## src/rtl/ccu_dac_write_sched.sv

```systemverilog
// DAC write transaction scheduler: waits for FIFO data, fires the DAC write FSM,
// collects finish/error/timeout, retries after errors and reports the result.
module ccu_dac_write_sched #(
  parameter int unsigned LEN_W     = 8,
  parameter int unsigned LVL_W     = 9,
  parameter int unsigned TIMEOUT   = 4096,
  parameter int unsigned MAX_RETRY = 2,
  parameter int unsigned RETRY_GAP = 8
) (
  input  logic             clk,
  input  logic             reset,
  input  logic             cmd_valid,
  output logic             cmd_ready,
  input  logic [LEN_W-1:0] cmd_len,
  input  logic [LVL_W-1:0] fifo_level,
  output logic             ctrl_writedac_dv,
  input  logic             int_writedac_finish,
  input  logic             int_writedac_err,
  input  logic             abort,
  output logic             sts_busy,
  output logic             sts_done,
  output logic             sts_err,
  output logic [1:0]       sts_err_code,
  output logic [15:0]      sts_tx_count
);

  localparam int unsigned CW = (LEN_W > LVL_W) ? LEN_W : LVL_W;
  localparam int unsigned TW = $clog2(TIMEOUT + RETRY_GAP + 1);
  localparam int unsigned RW = $clog2(MAX_RETRY + 2);

  localparam logic [1:0] CodeOk      = 2'd0;
  localparam logic [1:0] CodeErr     = 2'd1;
  localparam logic [1:0] CodeTimeout = 2'd2;
  localparam logic [1:0] CodeZeroLen = 2'd3;

  typedef enum logic [2:0] {
    StIdle,
    StWaitData,
    StStart,
    StWaitDone,
    StGap,
    StReport
  } state_e;

  state_e           state_q, state_d;
  logic [LEN_W-1:0] len_q, len_d;
  logic [RW-1:0]    retry_q, retry_d;
  logic [TW-1:0]    timer_q, timer_d;
  logic [1:0]       code_d;
  logic             level_ok;

  // Zero-extend both sides so differing widths compare correctly.
  assign level_ok = CW'(fifo_level) >= CW'(len_q);

  // Next-state logic; code_d is only meaningful on a transition into StReport.
  always_comb begin
    state_d = state_q;
    len_d   = len_q;
    retry_d = retry_q;
    timer_d = timer_q;
    code_d  = CodeOk;
    case (state_q)
      StIdle: begin
        if (cmd_valid && cmd_ready) begin
          len_d   = cmd_len;
          retry_d = '0;
          if (cmd_len == '0) begin
            state_d = StReport;
            code_d  = CodeZeroLen;
          end else begin
            state_d = StWaitData;
          end
        end
      end
      StWaitData: begin
        if (level_ok) state_d = StStart;
      end
      StStart: begin
        // Timer counts cycles since the dv pulse; the first WAIT_DONE cycle is 1.
        timer_d = TW'(1);
        state_d = StWaitDone;
      end
      StWaitDone: begin
        timer_d = timer_q + TW'(1);
        if (int_writedac_finish && !int_writedac_err) begin
          state_d = StReport;
          code_d  = CodeOk;
        end else if (int_writedac_err) begin
          if (retry_q < RW'(MAX_RETRY)) begin
            retry_d = retry_q + RW'(1);
            timer_d = '0;
            state_d = StGap;
          end else begin
            state_d = StReport;
            code_d  = CodeErr;
          end
        end else if (timer_q == TW'(TIMEOUT - 1)) begin
          state_d = StReport;
          code_d  = CodeTimeout;
        end
      end
      StGap: begin
        if (timer_q == TW'(RETRY_GAP - 1)) begin
          state_d = StWaitData;
        end else begin
          timer_d = timer_q + TW'(1);
        end
      end
      StReport: begin
        state_d = StIdle;
      end
      default: begin
        state_d = StIdle;
      end
    endcase
    // Abort overrides everything; the dv register already reflects a START cycle.
    if (abort && (state_q != StIdle)) begin
      state_d = StIdle;
      code_d  = CodeOk;
    end
  end

  // State, datapath and registered outputs, all derived from the next state.
  always_ff @(posedge clk or posedge reset) begin
    if (reset) begin
      state_q          <= StIdle;
      len_q            <= '0;
      retry_q          <= '0;
      timer_q          <= '0;
      cmd_ready        <= 1'b0;
      sts_busy         <= 1'b0;
      ctrl_writedac_dv <= 1'b0;
      sts_done         <= 1'b0;
      sts_err          <= 1'b0;
      sts_err_code     <= 2'd0;
      sts_tx_count     <= 16'd0;
    end else begin
      state_q          <= state_d;
      len_q            <= len_d;
      retry_q          <= retry_d;
      timer_q          <= timer_d;
      cmd_ready        <= (state_d == StIdle);
      sts_busy         <= (state_d != StIdle);
      ctrl_writedac_dv <= (state_d == StStart);
      sts_done         <= (state_d == StReport);
      sts_err          <= (state_d == StReport) && (code_d != CodeOk);
      if (state_d == StReport) begin
        sts_err_code <= code_d;
        if ((code_d == CodeOk) && (sts_tx_count != 16'hFFFF)) begin
          sts_tx_count <= sts_tx_count + 16'd1;
        end
      end
    end
  end

endmodule
```

## config.mk

```make
export PLATFORM = sky130hd
export DESIGN_NAME = ccu_dac_write_sched
export DESIGN_NICKNAME = d
export VERILOG_FILES = /design/src/rtl/ccu_dac_write_sched.sv
export SDC_FILE = /design/constraint.sdc
export NUM_CORES = 1
export LEC_CHECK = 0
export BUFFER_PORTS_ARGS = -buffer_cell sky130_fd_sc_hd__buf_2
export CAP_MARGIN = 20
export CORE_MARGIN = 3
export CORE_UTILIZATION = 47
export CTS_BUF_LIST = sky130_fd_sc_hd__clkbuf_8
export CTS_CLUSTER_SIZE = 28
export DETAILED_ROUTE_END_ITERATION = 10
export PLACE_DENSITY = 0.71
export SLEW_MARGIN = 20
export SYNTH_ARGS = -nofsm -noshare
export SYNTH_HDL_FRONTEND = slang
export SYNTH_SLANG_ARGS = --single-unit
export TNS_END_PERCENT = 10
```

## constraint.sdc

```tcl
create_clock -name clk -period 2.6 [get_ports clk]
set_clock_uncertainty 0.15 [all_clocks]
set_input_delay 0 -clock clk [delete_from_list [all_inputs] [get_ports clk]]
set_output_delay 0 -clock clk [all_outputs]
set_load 0.05 [all_outputs]
```

Word level (Yosys, flattened, before mapping)
Cells that the tools add are included.
{"block": "word_totals", "reg_bits": 49, "in_bits": 23, "word_cells": 77}
{"block": "classes", "n_reduce_logical": 19, "n_mux": 28, "n_eq_ne": 14, "magnitude_cmp": 2, "addsub": 3}
{"cell": "2-to-1 mux 13 bit", "n": 4}
{"cell": "case mux 13 bit (3 select lines)", "n": 1}
{"cell": "2-to-1 mux 3 bit", "n": 8}
{"cell": "2-to-1 mux 2 bit", "n": 10}
{"cell": "adder 16 x 1 -> 16 bit, second input constant", "n": 1}
{"cell": "!= test 16 bit, second input constant", "n": 1}
{"cell": "case mux 3 bit (5 select lines)", "n": 1}
{"cell": "adder 13 x 1 -> 13 bit, second input constant", "n": 1}
{"cell": "equality test 13 x 12 -> 1 bit, second input constant", "n": 1}
{"cell": "equality test 13 x 3 -> 1 bit, second input constant", "n": 1}
{"cell": "!= test 2 bit, second input constant", "n": 5}
{"cell": "equality test 3 x 2 -> 1 bit, second input constant", "n": 3}
{"cell": ">= comparator 9 x 8 -> 1 bit", "n": 1}
{"cell": "nonzero test 3 bit", "n": 3}
{"cell": "logical NOT 8 bit", "n": 1}
{"cell": "case mux 2 bit (2 select lines)", "n": 2}
{"cell": "equality test 3 bit, second input constant", "n": 2}
{"cell": "logical NOT 3 bit", "n": 2}
{"cell": "AND reduction 2 bit", "n": 3}
{"cell": "logical AND 1 bit", "n": 5}
{"cell": "AND reduction 5 bit", "n": 1}
{"cell": "nonzero test 2 bit", "n": 2}
{"cell": "equality test 3 x 1 -> 1 bit, second input constant", "n": 1}
{"cell": "adder 2 x 1 -> 2 bit, second input constant", "n": 1}
{"cell": "other kinds (4)", "n": 5}

Longest topological paths before layout
Gate-level depths: netlist of the first run.
{"block": "depth", "depth_word": 9, "depth_mapped": 11, "ltp_nobuf": 9}

Worst setup path before layout of the first run
Ideal clock, no wire load.
{"block": "synth_timing", "kind": "reg-to-reg", "start": "reg cmd_ready", "end": "reg sts_tx_count[1]", "n_path_buf": 2, "setup_time_ps": 125, "stages_incl_launch_ff": 10, "period_less_slack_ps": 2677, "arrival_ps": 2402, "setup_slack_ps": -77, "path_cell_list": "dfrtp_1 -> nor4b_2 -> and2_1 -> buf_2 -> a31oi_2 -> a21oi_2 -> a21bo_1 -> buf_6 -> nor2_1 -> mux2_2"}
{"element": "from (decl)", "line": "13", "rtl": "output logic cmd_ready,"}
{"element": "from (signal assigned)", "line": "142", "rtl": "cmd_ready <= (state_d == StIdle);"}
{"element": "logical AND 1 bit", "line": "64", "rtl": "if (cmd_valid && cmd_ready) begin"}
{"element": "2-to-1 mux 3 bit", "line": "64"}
{"element": "case mux 3 bit (5 select lines)", "line": "62", "rtl": "case (state_q)"}
{"element": "2-to-1 mux 3 bit", "line": "117", "rtl": "if (abort && (state_q != StIdle)) begin"}
{"element": "via state_d[2]", "line": "45", "rtl": "state_e state_q, state_d;"}
{"element": "equality test 3 bit", "line": "147", "rtl": "if (state_d == StReport) begin"}
{"element": "AND reduction 2 bit (no source line)"}
{"element": "to (signal assigned)", "line": "150", "rtl": "sts_tx_count <= sts_tx_count + 16'd1;"}
{"element": "to (decl)", "line": "24", "rtl": "output logic [15:0] sts_tx_count"}
The timed path passes the listed nets, and every way through them passes these cells.
A chain may end at the register's enable or synchronous reset.

Final worst setup path of the first run
{"block": "layout_timing", "start": "reg timer_q[0]", "end": "reg sts_tx_count[15]"}
{"block": "layout_between", "elab_chain_cells": 9}
{"element": "from (decl)", "line": "48", "rtl": "logic [TW-1:0] timer_q, timer_d;"}
{"element": "from (signal assigned)", "line": "141", "rtl": "timer_q <= timer_d;"}
{"element": "parallel branches: the longest is 8 deep, another holds equality test 13 x 12 -> 1 bit"}
{"element": "AND reduction 2 bit (no source line) (*)"}
Every way passes the cells marked *.

==> out/qor.yml, run 1 <==
finish:
  syn_to_final_growth_pct: 26.34
  final_cell_mix: "dfrtp_1 (48), buf_2 (45), nand2_1 (32)"
  design_area_um2: 3391
  drive_gt1_frac: 0.2882
  fin_util: 0.6395
  diodes: 0
  fin_nets: 379
  num-fill-cells: 432
  final_common_cell: "dfrtp_1"
pwr:
  power.density_nw_per_um2: 755.3
  p_total_mw: 2.561
  ir_drop_uv: 409.8
  leakage_nw: 1.629
routing:
  route.detailed.drc: 0
  wirelength_um: 5745
  routed_via_density: 5.372
  drt_iter0_drc: 128
  drtAntennaViolNets: 0
  first_pass_iters: 4
  wl_per_cell_um: 13.78
  vias: 2240
grt:
  grt.overflow.total: 0
  grt_max_degree: 32
  grt_pass1_wl_um: 9542
  first_global_vias: 2029
  globalRouteTotalUtil: 0.1850
  antenna_found_initial: 0
clock_network:
  cts-htree-levels: 2
  worstSkewPairLatency_ns: 0.30
  cts_root_buf: "clkbuf_8"
  cts_buffer_depth: 2
  cts_tree: "built"
  clock-sinks: 49
  numCtsBuffers: 5
  cts.clk_slew.worst_paths_ns: 0.09
placement:
  post_dp_cell_area_um2: 3087
  dp_slack_ns: 0.07852
  port_buffers: 45
  place.detailed.hpwl_um: 4187
  gp_congestion: 0.8936
worst_setup_path:
  cpLargestDelayFamily: "simple AND/OR/NAND/NOR gates"
  critPathLaunchType: "register"
  worstPathRequired_ns: 2.67
  setup.worst_path.end_class: "register"
  crit_chain: "ha_2 -> nor4bb_1 -> nand3_1 -> nor2_1 -> nor3_1 -> a21bo_2 -> buf_12 -> nor4_4 -> xor2_1"
  slowest_delay_ns: 0.42
  critPathArrivalTime_ns: 2.56
  path_max_fanout: 17
  path_class: "register to register"
  slowest_stage: "nor4bb_1"
  cp.buffers_inverters: 1
timing:
  setup_slack_ns: 0.1145
  setup-violations-final: 0
  period_needed_ns: 2.486
  slew-limit-headroom: 0.5774
  finalHoldViolations: 0
  slew_violations: 0
  worst_pin_slew_ns: 0.6330
  fmax_mhz: 402.3
  min_period_over_period: 0.9560
outcome:
  status: "complete, no violations"
logic_synthesis:
  ys_ff_latch: 49
  synthAdderAreaFrac: 0.05035
  yosysTopAreaCell: "dfrtp_1"
  synth-compound-area-share: 0.1193
  synthFlopType: "dfrtp_1"
  yosysWarnings: 0
  synth_cells: 271
  yosys.area_share.simple: 0.2625
  synth_edf_count: 0
  synth_xor_area_frac: 0.06527
  syn_avg_cell_area_um2: 9.903
  netlist-cell-type-count: 50
  synth_top_area_frac: 0.4569
  syn-num-nets: 304
  ys_top_cells_by_area: "dfrtp_1 (46%), xor2_1 (5.9%), ha_1 (4.7%)"
  synthArstFlopShare: 1.000
  seq_area_frac_synth: 0.4569
  synth_area_um2: 2684
  synthMuxAreaShare: 0.007925
  synth_top_family_by_area: "simple AND/OR/NAND/NOR gates"
min_path:
  hp-class: "input pin to register"
floorplanning:
  fp-row-count: 26
  ios: 46
  dieWidth_um: 81.57
  die_h_um: 81.57
  design.die.area_um2: 6653
  core_um2: 5303
  start_util: 0.5061
job:
  drv_cap: 0
[path summary, 6_finish.rpt]
| check | endpoint | slack, ns | from | cells after the start |
|---|---|---|---|---|
| hold reg to reg | sts_tx_count[11] | 0.34 | sts_tx_count[11] | 1 |
| setup reg to reg | sts_tx_count[15] | 0.11 | timer_q[0] | 9 |
| hold / removal | state_q[1] | 0.02 | int_writedac_finish | 4 |
| min in group asynchronous | sts_tx_count[5] | 0.17 | reset | 3 |
| setup / recovery | sts_tx_count[15] | 0.11 | timer_q[0] | 9 |
| max in group asynchronous | timer_q[5] | 1.43 | reset | 4 |
[flip-flops by register name, summed over array words and instances (netlist names)]
signal and flops:
timer_q 13, sts_err 1, state_q 3, sts_err_code 2, ctrl_writedac_dv 1, sts_done 1, sts_tx_count 16, sts_busy 1
len_q 8, cmd_ready 1, retry_q 2
[per-layer routing]
metal	up-vias	wire length, um	part of all wire	GRT usage
met2	51	2865	0.50	0.2989
met4	0	55	0.0096	0.05236
met3	6	246	0.043	0.03618
li1	1122	-	-	-
met1	1061	2576	0.45	0.2526
met5	-	0	0	0
[repair_timing]
action                                  in CTS  in global routing
resized for setup                            0                 10
endpoints found under the hold margin       44                  0
hold buffers                                13                  0
endpoints found under the setup margin       0                 15
setup buffers                                0                  2
[worst register-to-register path, delay by kind of cell (launching register included)]
kind / cells / cell delay, ns
AO/OA/AOI/OAI: 1 / 0.23
XOR/XNOR: 1 / 0.18
adder cells (fa/ha/maj): 1 / 0.23
buffers and inverters: 1 / 0.16
flip-flops: 1 / 0.40
AND/OR/NAND/NOR: 5 / 1.04
[stage by stage]
| step | setup TNS (ns) | cells | hold slack, ns |
|---|---|---|---|
| 2_1_floorplan | -0.3678 | 271 | -0.05624 |
| 3_3_place_gp | 0 | 394 | -0.02250 |
| 3_5_place_dp | 0 | 394 | -0.01460 |
| 4_1_cts | 0 | 415 | 0.01479 |
| 5_1_grt | -0.2102 | 417 | 0.03571 |
| 6_report | 0 | 417 | 0.01910 |
[power by group]
part	internal [mW]	switching, mW	total (mW)
sequential	0.912	0.0993	1.01
clock	0.310	0.250	0.560
combinational	0.391	0.600	0.991
total	1.61	0.949	2.56
[Yosys cell counts, types with 2 or more instances]
library cell,instances
nand4_1,7
o21ai_0,21
buf_2,3
a21boi_0,2
nor2b_1,2
o21a_1,3
nor2_1,17
a31oi_1,2
xnor2_1,2
xor2_1,18
o22ai_1,2
dfrtp_1,49
nor3_1,6
nor4_2,7
or2_2,3
a21o_1,2
clkbuf_1,2
inv_1,14
nand2_1,32
a211oi_1,3
nand3b_1,3
and2_1,3
a22o_1,2
nor3_2,7
or3_1,4
nand3_1,14
ha_1,10
a21oi_1,5
a31oi_2,2
nor4_1,4
[layout make-up]
| type | instances | area, um2 | area share |
|---|---|---|---|
| Clock inverter | 2 | 33.78 | 0.009963 |
| Clock buffer | 6 | 82.58 | 0.02435 |
| Timing Repair Buffer | 75 | 508.0 | 0.1498 |
| Sequential cell | 49 | 1227 | 0.3620 |
| Tap cell | 70 | 87.58 | 0.02583 |
| Multi-Input combinational cell | 201 | 1399 | 0.4125 |
| Inverter | 14 | 52.55 | 0.01550 |
[cell families (layout without fill, tap and decap cells)]
group           Yosys count  after routing
simple gates            118            118
compound gates           50             50
xor+xnor                 20             20
fa+ha+maj                11             11
mux                       2              2
flops                    49             49
buf+inv                  21             97
Note: power is estimated with default switching activity, not from simulation.
==> inputs of run 2 (changes only) <==
--- a/config.mk
+++ b/config.mk
@@ -7,12 +7,14 @@
 export LEC_CHECK = 0
 export BUFFER_PORTS_ARGS = -buffer_cell sky130_fd_sc_hd__buf_2
 export CAP_MARGIN = 20
+export CELL_PAD_IN_SITES_DETAIL_PLACEMENT = 1
+export CELL_PAD_IN_SITES_GLOBAL_PLACEMENT = 2
 export CORE_MARGIN = 3
-export CORE_UTILIZATION = 47
+export CORE_UTILIZATION = 33
 export CTS_BUF_LIST = sky130_fd_sc_hd__clkbuf_8
 export CTS_CLUSTER_SIZE = 28
 export DETAILED_ROUTE_END_ITERATION = 10
-export PLACE_DENSITY = 0.71
+export PLACE_DENSITY_LB_ADDON = 0.1
 export SLEW_MARGIN = 20
 export SYNTH_ARGS = -nofsm -noshare
 export SYNTH_HDL_FRONTEND = slang
==> run 2 against run 1 <==
Die area up 39%. Utilization down 19 points. Critical path depth down 1. Critical endpoint is now sts_tx_count[14]. Worst hold slack better by 0.050 ns.
==> out/qor.yml, run 2 (synthesized netlist as in run 1, its figures left out) <==
outcome:
  status: "complete, no violations"
worst_setup_path:
  path_class: "register to register"
  critPathLaunchType: "register"
  setup.worst_path.end_class: "register"
  reg2reg_depth: 8
  path_max_fanout: 17
  reg2reg_slack_ns: 0.13
  worstPathRequired_ns: 2.69
  r2r-end: "sts_tx_count[14]"
  critPathArrivalTime_ns: 2.56
  r2r-start: "state_q[1]"
grt:
  grt_max_degree: 20
  globalRouteTotalUtil: 0.1603
  antenna_found_initial: 0
  grt_pass1_wl_um: 11410
  first_global_vias: 2295
  grt.overflow.total: 0
pwr:
  power.density_nw_per_um2: 751.7
  p_clk_frac: 0.211
  intPower_mw: 1.623
  power_frac_comb: 0.404
  p_sw_mw: 0.9994
  sequentialPowerShare: 0.386
  switching_share: 0.3811
  leakage_nw: 1.635
  ir_drop_uv: 281.0
finish:
  syn_to_final_growth_pct: 29.98
  fin_nets: 383
  final_common_cell: "dfrtp_1"
  top_register: "sts_tx_count"
  reg_top3: "sts_tx_count x16, timer_q x13, len_q x8"
  final_cell_mix: "dfrtp_1 (47), buf_2 (45), nand2_1 (32)"
  fin_cells: 453
  drive_gt1_frac: 0.3020
  diodes: 0
  largest_reg_flops: 16
placement:
  port_buffers: 45
  gp_congestion: 0.7748
  placed_cells: 431
  place.detailed.hpwl_um: 5265
timing:
  setup-violations-final: 0
  slew-limit-headroom: 0.6465
  period_needed_ns: 2.469
  rsz0062_at_grt: "yes"
  worst_pin_slew_ns: 0.5271
  min_period_over_period: 0.9496
  finalHoldViolations: 0
  setup_tns_ns: 0
  fmax_mhz: 405.0
  slew_violations: 0
routing:
  vias: 2254
  wirelength_um: 6855
  routed_via_density: 4.976
  first_pass_iters: 4
  route.detailed.drc: 0
  drtAntennaViolNets: 0
  wl_per_cell_um: 15.13
  drt_iter0_drc: 48
floorplanning:
  dieWidth_um: 96.18
  design.die.area_um2: 9251
  fp-row-count: 32
  core_um2: 7807
  ios: 46
  start_util: 0.3438
  die_h_um: 96.18
clock_network:
  cts_tree: "built"
  cts-htree-levels: 2
  worstSkewPairLatency_ns: 0.31
  cts_buffer_depth: 2
  numCtsBuffers: 5
  cts.clk_slew.worst_paths_ns: 0.10
  postCtsSetupBuffers: 0
  cts_root_buf: "clkbuf_8"
  clock-sinks: 49
min_path:
  hp-class: "input pin to asynchronous set/reset pin"
job:
  drv_cap: 0
[run 2: cell count changes in the layout (fill, tap and decap cells not counted), sizes merged]
| cell | previous run | this run |
|---|---|---|
| buf | 62 | 65 |
| clkinv | 0 | 1 |
| clkbuf | 6 | 5 |
| dlygate4sd3 | 13 | 14 |
[run 2: layout make-up]
| cell class | instances | area, um2 |
|---|---|---|
| inverter | 14 | 52.55 |
| fill | 929 | 4319 |
| clock inverter | 3 | 42.54 |
| sequential | 49 | 1229 |
| timing repair buffer | 79 | 528.0 |
| tap | 102 | 127.6 |
| clock buffer | 5 | 68.82 |
| multi-input combinational | 201 | 1440 |
[run 2: metal layers]
layer  global-route usage  up-vias  share of wire
met5                    0        -              0
met1               0.2128     1099           0.48
li1                     -     1123              -
met4              0.05095        0          0.012
met3              0.02815        5          0.029
met2               0.2639       27           0.48
[run 2: timing repair]
action / in CTS / in global routing
setup endpoints to repair: 0 / 18
hold endpoints to repair: 64 / 0
hold buffers: 14 / 0
gates resized for setup: 0 / 16
[run 2: per-stage QoR]
stage | setup WS, ns | area, um2 | power, mW | hold slack, ns | utilization
after global routing | -0.007873 | 3488 | 2.830 | 0.1108 | 0.4468
final | 0.1311 | 3488 | 2.622 | 0.06884 | 0.4468
after global placement | 0.1115 | 3152 | 1.999 | -0.1269 | 0.4037
after detailed placement | 0.04501 | 3152 | 2.022 | -0.1165 | 0.4037
after CTS | 0.03230 | 3403 | 2.617 | 0.07311 | 0.4359
after floorplan | -0.05240 | 2685 | 1.685 | -0.05624 | -
[run 2: power groups by stage]
| stage | registers [mW] | logic, mW | clock network [mW] |
|---|---|---|---|
| 3_3_place_gp | 1.02 | 0.979 | 0 |
| 5_1_grt | 1.04 | 1.18 | 0.610 |
| 6_report | 1.01 | 1.06 | 0.553 |
| 2_1_floorplan | 1.14 | 0.540 | 0 |
| 4_1_cts | 1.01 | 1.03 | 0.578 |
| 3_5_place_dp | 1.03 | 0.996 | 0 |
[run 2: how the worst max path moves through the flow]
stage / slack, ns / cells after the start / to / start
6_report: 0.13 / 8 / sts_tx_count[14] / state_q[1]
5_1_grt: -0.008 / 8 / sts_tx_count[9] / timer_q[4]
4_1_cts: 0.03 / 8 / sts_tx_count[10] / state_q[0]
3_5_place_dp: 0.05 / 10 / sts_tx_count[14] / len_q[2]
3_3_place_gp: 0.11 / 8 / sts_tx_count[14] / state_q[0]
2_1_floorplan: -0.05 / 8 / sts_tx_count[3] / sts_tx_count[0]
[run 2: critical path, stage by stage, from the launching register on]
cell and delay (ns):
dfrtp_1 0.43, or3b_4 0.45, a31oi_4 0.23, a31oi_2 0.08, a21oi_2 0.17, a21bo_1 0.26
buf_12 0.18, nor4_2 0.30, xor2_1 0.17
==> inputs of run 3 (changes only) <==
--- a/config.mk
+++ b/config.mk
@@ -5,15 +5,18 @@
 export SDC_FILE = /design/constraint.sdc
 export NUM_CORES = 1
 export LEC_CHECK = 0
+export ABC_AREA = 1
 export BUFFER_PORTS_ARGS = -buffer_cell sky130_fd_sc_hd__buf_2
 export CAP_MARGIN = 20
 export CELL_PAD_IN_SITES_DETAIL_PLACEMENT = 1
 export CELL_PAD_IN_SITES_GLOBAL_PLACEMENT = 2
 export CORE_MARGIN = 3
-export CORE_UTILIZATION = 33
+export CORE_UTILIZATION = 31
 export CTS_BUF_LIST = sky130_fd_sc_hd__clkbuf_8
 export CTS_CLUSTER_SIZE = 28
 export DETAILED_ROUTE_END_ITERATION = 10
+export GPL_TIMING_DRIVEN = 0
+export MAX_ROUTING_LAYER = met4
 export PLACE_DENSITY_LB_ADDON = 0.1
 export SLEW_MARGIN = 20
 export SYNTH_ARGS = -nofsm -noshare
==> run 3 against run 2 <==
Non-clock buffer count shrank 18. Critical endpoint is now sts_tx_count[12]. Clock power grew 8.0%. Maximum frequency grew 6.4%. Cell area grew 5.9%. Setup slack gained 0.15 ns. Area after synthesis grew 15%. Synthesized cell count grew 49%. Register-to-register slack gained 0.15 ns. Worst hold slack lost 0.042 ns. Sequential share of layout area shrank 2.0 points. Largest cell class unchanged.
==> out/qor.yml, run 3 <==
timing:
  slew_violations: 0
  fmax_mhz: 430.8
  worst_pin_slew_ns: 0.6633
  min_period_over_period: 0.8927
  setup-violations-final: 0
  rsz0062_at_grt: "no"
  period_needed_ns: 2.321
  finalHoldViolations: 0
  slew-limit-headroom: 0.5578
  setup_tns_ns: 0
finish:
  largest_reg_flops: 16
  num-fill-cells: 1217
  final_common_cell: "nand2_1"
  reg_top3: "sts_tx_count x16, timer_q x13, len_q x8"
  syn_to_final_growth_pct: 20.14
  drive_gt1_frac: 0.2030
  final_cell_mix: "nand2_1 (101), inv_1 (53), dfrtp_1 (49)"
  fin_nets: 500
  diodes: 0
  top_register: "sts_tx_count"
logic_synthesis:
  synthFlopType: "dfrtp_1"
  synth_top_area_frac: 0.3987
  synth_top_family_by_area: "simple AND/OR/NAND/NOR gates"
  yosysTopAreaCell: "dfrtp_1"
  synth_area_um2: 3075
  synthMuxAreaShare: 0.003662
  yosysMostFrequentCell: "nand2_1"
  yosysWarnings: 0
  yosys.area_share.simple: 0.3417
  synthTopCellsByCount: "nand2_1 (101), inv_1 (54), dfrtp_1 (49)"
  synth_edf_count: 0
  syn_avg_cell_area_um2: 7.613
  synth_cells: 404
  syn-num-nets: 437
  seq_area_frac_synth: 0.3987
  ys_ff_latch: 49
  synth_xor_area_frac: 0.05126
  ys_top_cells_by_area: "dfrtp_1 (40%), nand2_1 (12%), inv_1 (6.6%)"
  synth-compound-area-share: 0.07567
  netlist-cell-type-count: 33
  synthAdderAreaFrac: 0.04068
  synthArstFlopShare: 1.000
pwr:
  p_total_mw: 2.779
  intPower_mw: 1.575
  ir_drop_uv: 304.4
  power_frac_comb: 0.411
  p_clk_frac: 0.215
  power.density_nw_per_um2: 752.0
  sequentialPowerShare: 0.374
  switching_share: 0.4333
  leakage_nw: 1.941
  p_sw_mw: 1.204
clock_network:
  numCtsBuffers: 5
  worstSkewPairLatency_ns: 0.31
  cts_root_buf: "clkbuf_8"
  cts_buffer_depth: 2
  ctsResizeCount: 0
  clock-sinks: 49
  cts_tree: "built"
  cts-htree-levels: 2
  hold_buffers: 11
  postCtsSetupBuffers: 0
  cts.clk_slew.worst_paths_ns: 0.10
outcome:
  status: "complete, no violations"
worst_setup_path:
  crit_top_cell: "nand2_1"
  critPathArrivalTime_ns: 2.38
  crit_chain: "ha_1 -> nand2_1 -> nor2_2 -> inv_2 -> nor2_1 -> nand2_1 -> nand2_1 -> a21oi_4 -> nor2_8 -> nand2_4 -> buf_6 -> nand2_2 -> nand2_1"
  worstPathRequired_ns: 2.66
  cpLargestDelayFamily: "simple AND/OR/NAND/NOR gates"
  cp.depth: 13
  slowest_stage: "dfrtp_1"
  path_class: "register to register"
  reg2reg_depth: 13
  path_max_fanout: 10
  critPathLaunchType: "register"
  slowest_delay_ns: 0.45
  reg2reg_slack_ns: 0.28
  cp.buffers_inverters: 2
  setup.worst_path.end_class: "register"
grt:
  antenna_found_initial: 0
  grt.overflow.total: 0
  grt_pass1_wl_um: 14260
  grtUsageMet3: 0.03062
  first_global_vias: 2891
  grt_max_degree: 50
  met1_usage: 0.2114
  busiest_layer: "met2"
  globalRouteMet2Util: 0.2682
  globalRouteTotalUtil: 0.1616
placement:
  port_buffers: 45
  place.detailed.hpwl_um: 6267
  gp_congestion: 0.7955
floorplanning:
  die_h_um: 105.6
  core_um2: 9459
  fp-row-count: 35
  dieWidth_um: 105.6
  ios: 46
  design.die.area_um2: 11150
  start_util: 0.3251
routing:
  routed_via_density: 4.688
  wirelength_um: 8394
  drtAntennaViolNets: 0
  route.detailed.drc: 0
  vias: 2799
  wl_per_cell_um: 14.06
  drt_iter0_drc: 53
  first_pass_iters: 4
min_path:
  hold_depth: 6
  hp-class: "input pin to register"
job:
  drv_cap: 0
run 3: cell count changes after synthesis, moves of 8 or more:
cell / previous run / this run
nand3_1: 14 / 40
inv_2: 0 / 8
inv_1: 14 / 54
nand2_1: 32 / 101
nor2_1: 17 / 31
nand2_2: 0 / 13
a21oi_1: 5 / 14
run 3: power by group through the flow:
stage	Sequential (mW)	Clock, mW	Combinational [mW]
finish	1.04	0.597	1.14
global route	1.07	0.648	1.30
CTS	1.04	0.620	1.17
detailed placement	1.06	0	1.15
global placement	1.05	0	1.12
floorplan	1.20	0	0.703
run 3: kinds of logic (layout without fill, tap and decap cells):
group           Yosys count  count (layout)
flops                    49              49
xor+xnor                 18              18
mux                       1               1
simple gates            219             219
buf+inv                  68             132
fa+ha+maj                10              10
compound gates           39              39
run 3: worst paths after layout:
| kind | to | startpoint |
|---|---|---|
| max in group asynchronous | state_q[0] | reset |
| min | len_q[5] | cmd_valid |
| max reg2reg | sts_tx_count[12] | timer_q[0] |
| min reg2reg | len_q[7] | len_q[7] |
| min in group asynchronous | sts_tx_count[0] | reset |
| max | sts_tx_count[12] | timer_q[0] |
run 3: metal layers:
| layer | part of all wire | up-vias |
|---|---|---|
| met3 | 0.028 | 4 |
| met5 | 0 | - |
| met2 | 0.48 | 32 |
| met1 | 0.48 | 1354 |
| li1 | - | 1409 |
| met4 | 0.0057 | 0 |
run 3: worst register-to-register path, cell delays in order (launching register included):
cell and delay (ns):
dfrtp_1 0.45, ha_1 0.24, nand2_1 0.13, nor2_2 0.14, inv_2 0.05, nor2_1 0.14, nand2_1 0.09, nand2_1 0.11
a21oi_4 0.10, nor2_8 0.21, nand2_4 0.12, buf_6 0.18, nand2_2 0.06, nand2_1 0.05
run 3: metrics by stage:
stage	instance area, um2	instances	setup slack, ns	hold WS, ns	util
after floorplan	3075	404	0.3819	0.0004516	-
after global placement	3462	578	0.2926	0.1026	0.3660
after detailed placement	3465	578	0.2750	0.0001287	0.3663
after CTS	3695	597	0.2541	0.02961	0.3906
after global routing	3695	597	0.06304	0.07974	0.3906
final	3695	597	0.2789	0.02684	0.3906
run 3: area by class of cell:
class | count | area [um2] | share of cell area
clock buffer | 6 | 82.58 | 0.02235
buffer | 5 | 35.03 | 0.009482
sequential | 49 | 1226 | 0.3319
timing repair buffer | 56 | 335.3 | 0.09076
tap | 129 | 161.4 | 0.04368
multi-input combinational | 287 | 1578 | 0.4270
inverter | 63 | 239.0 | 0.06468
clock inverter | 2 | 37.54 | 0.01016
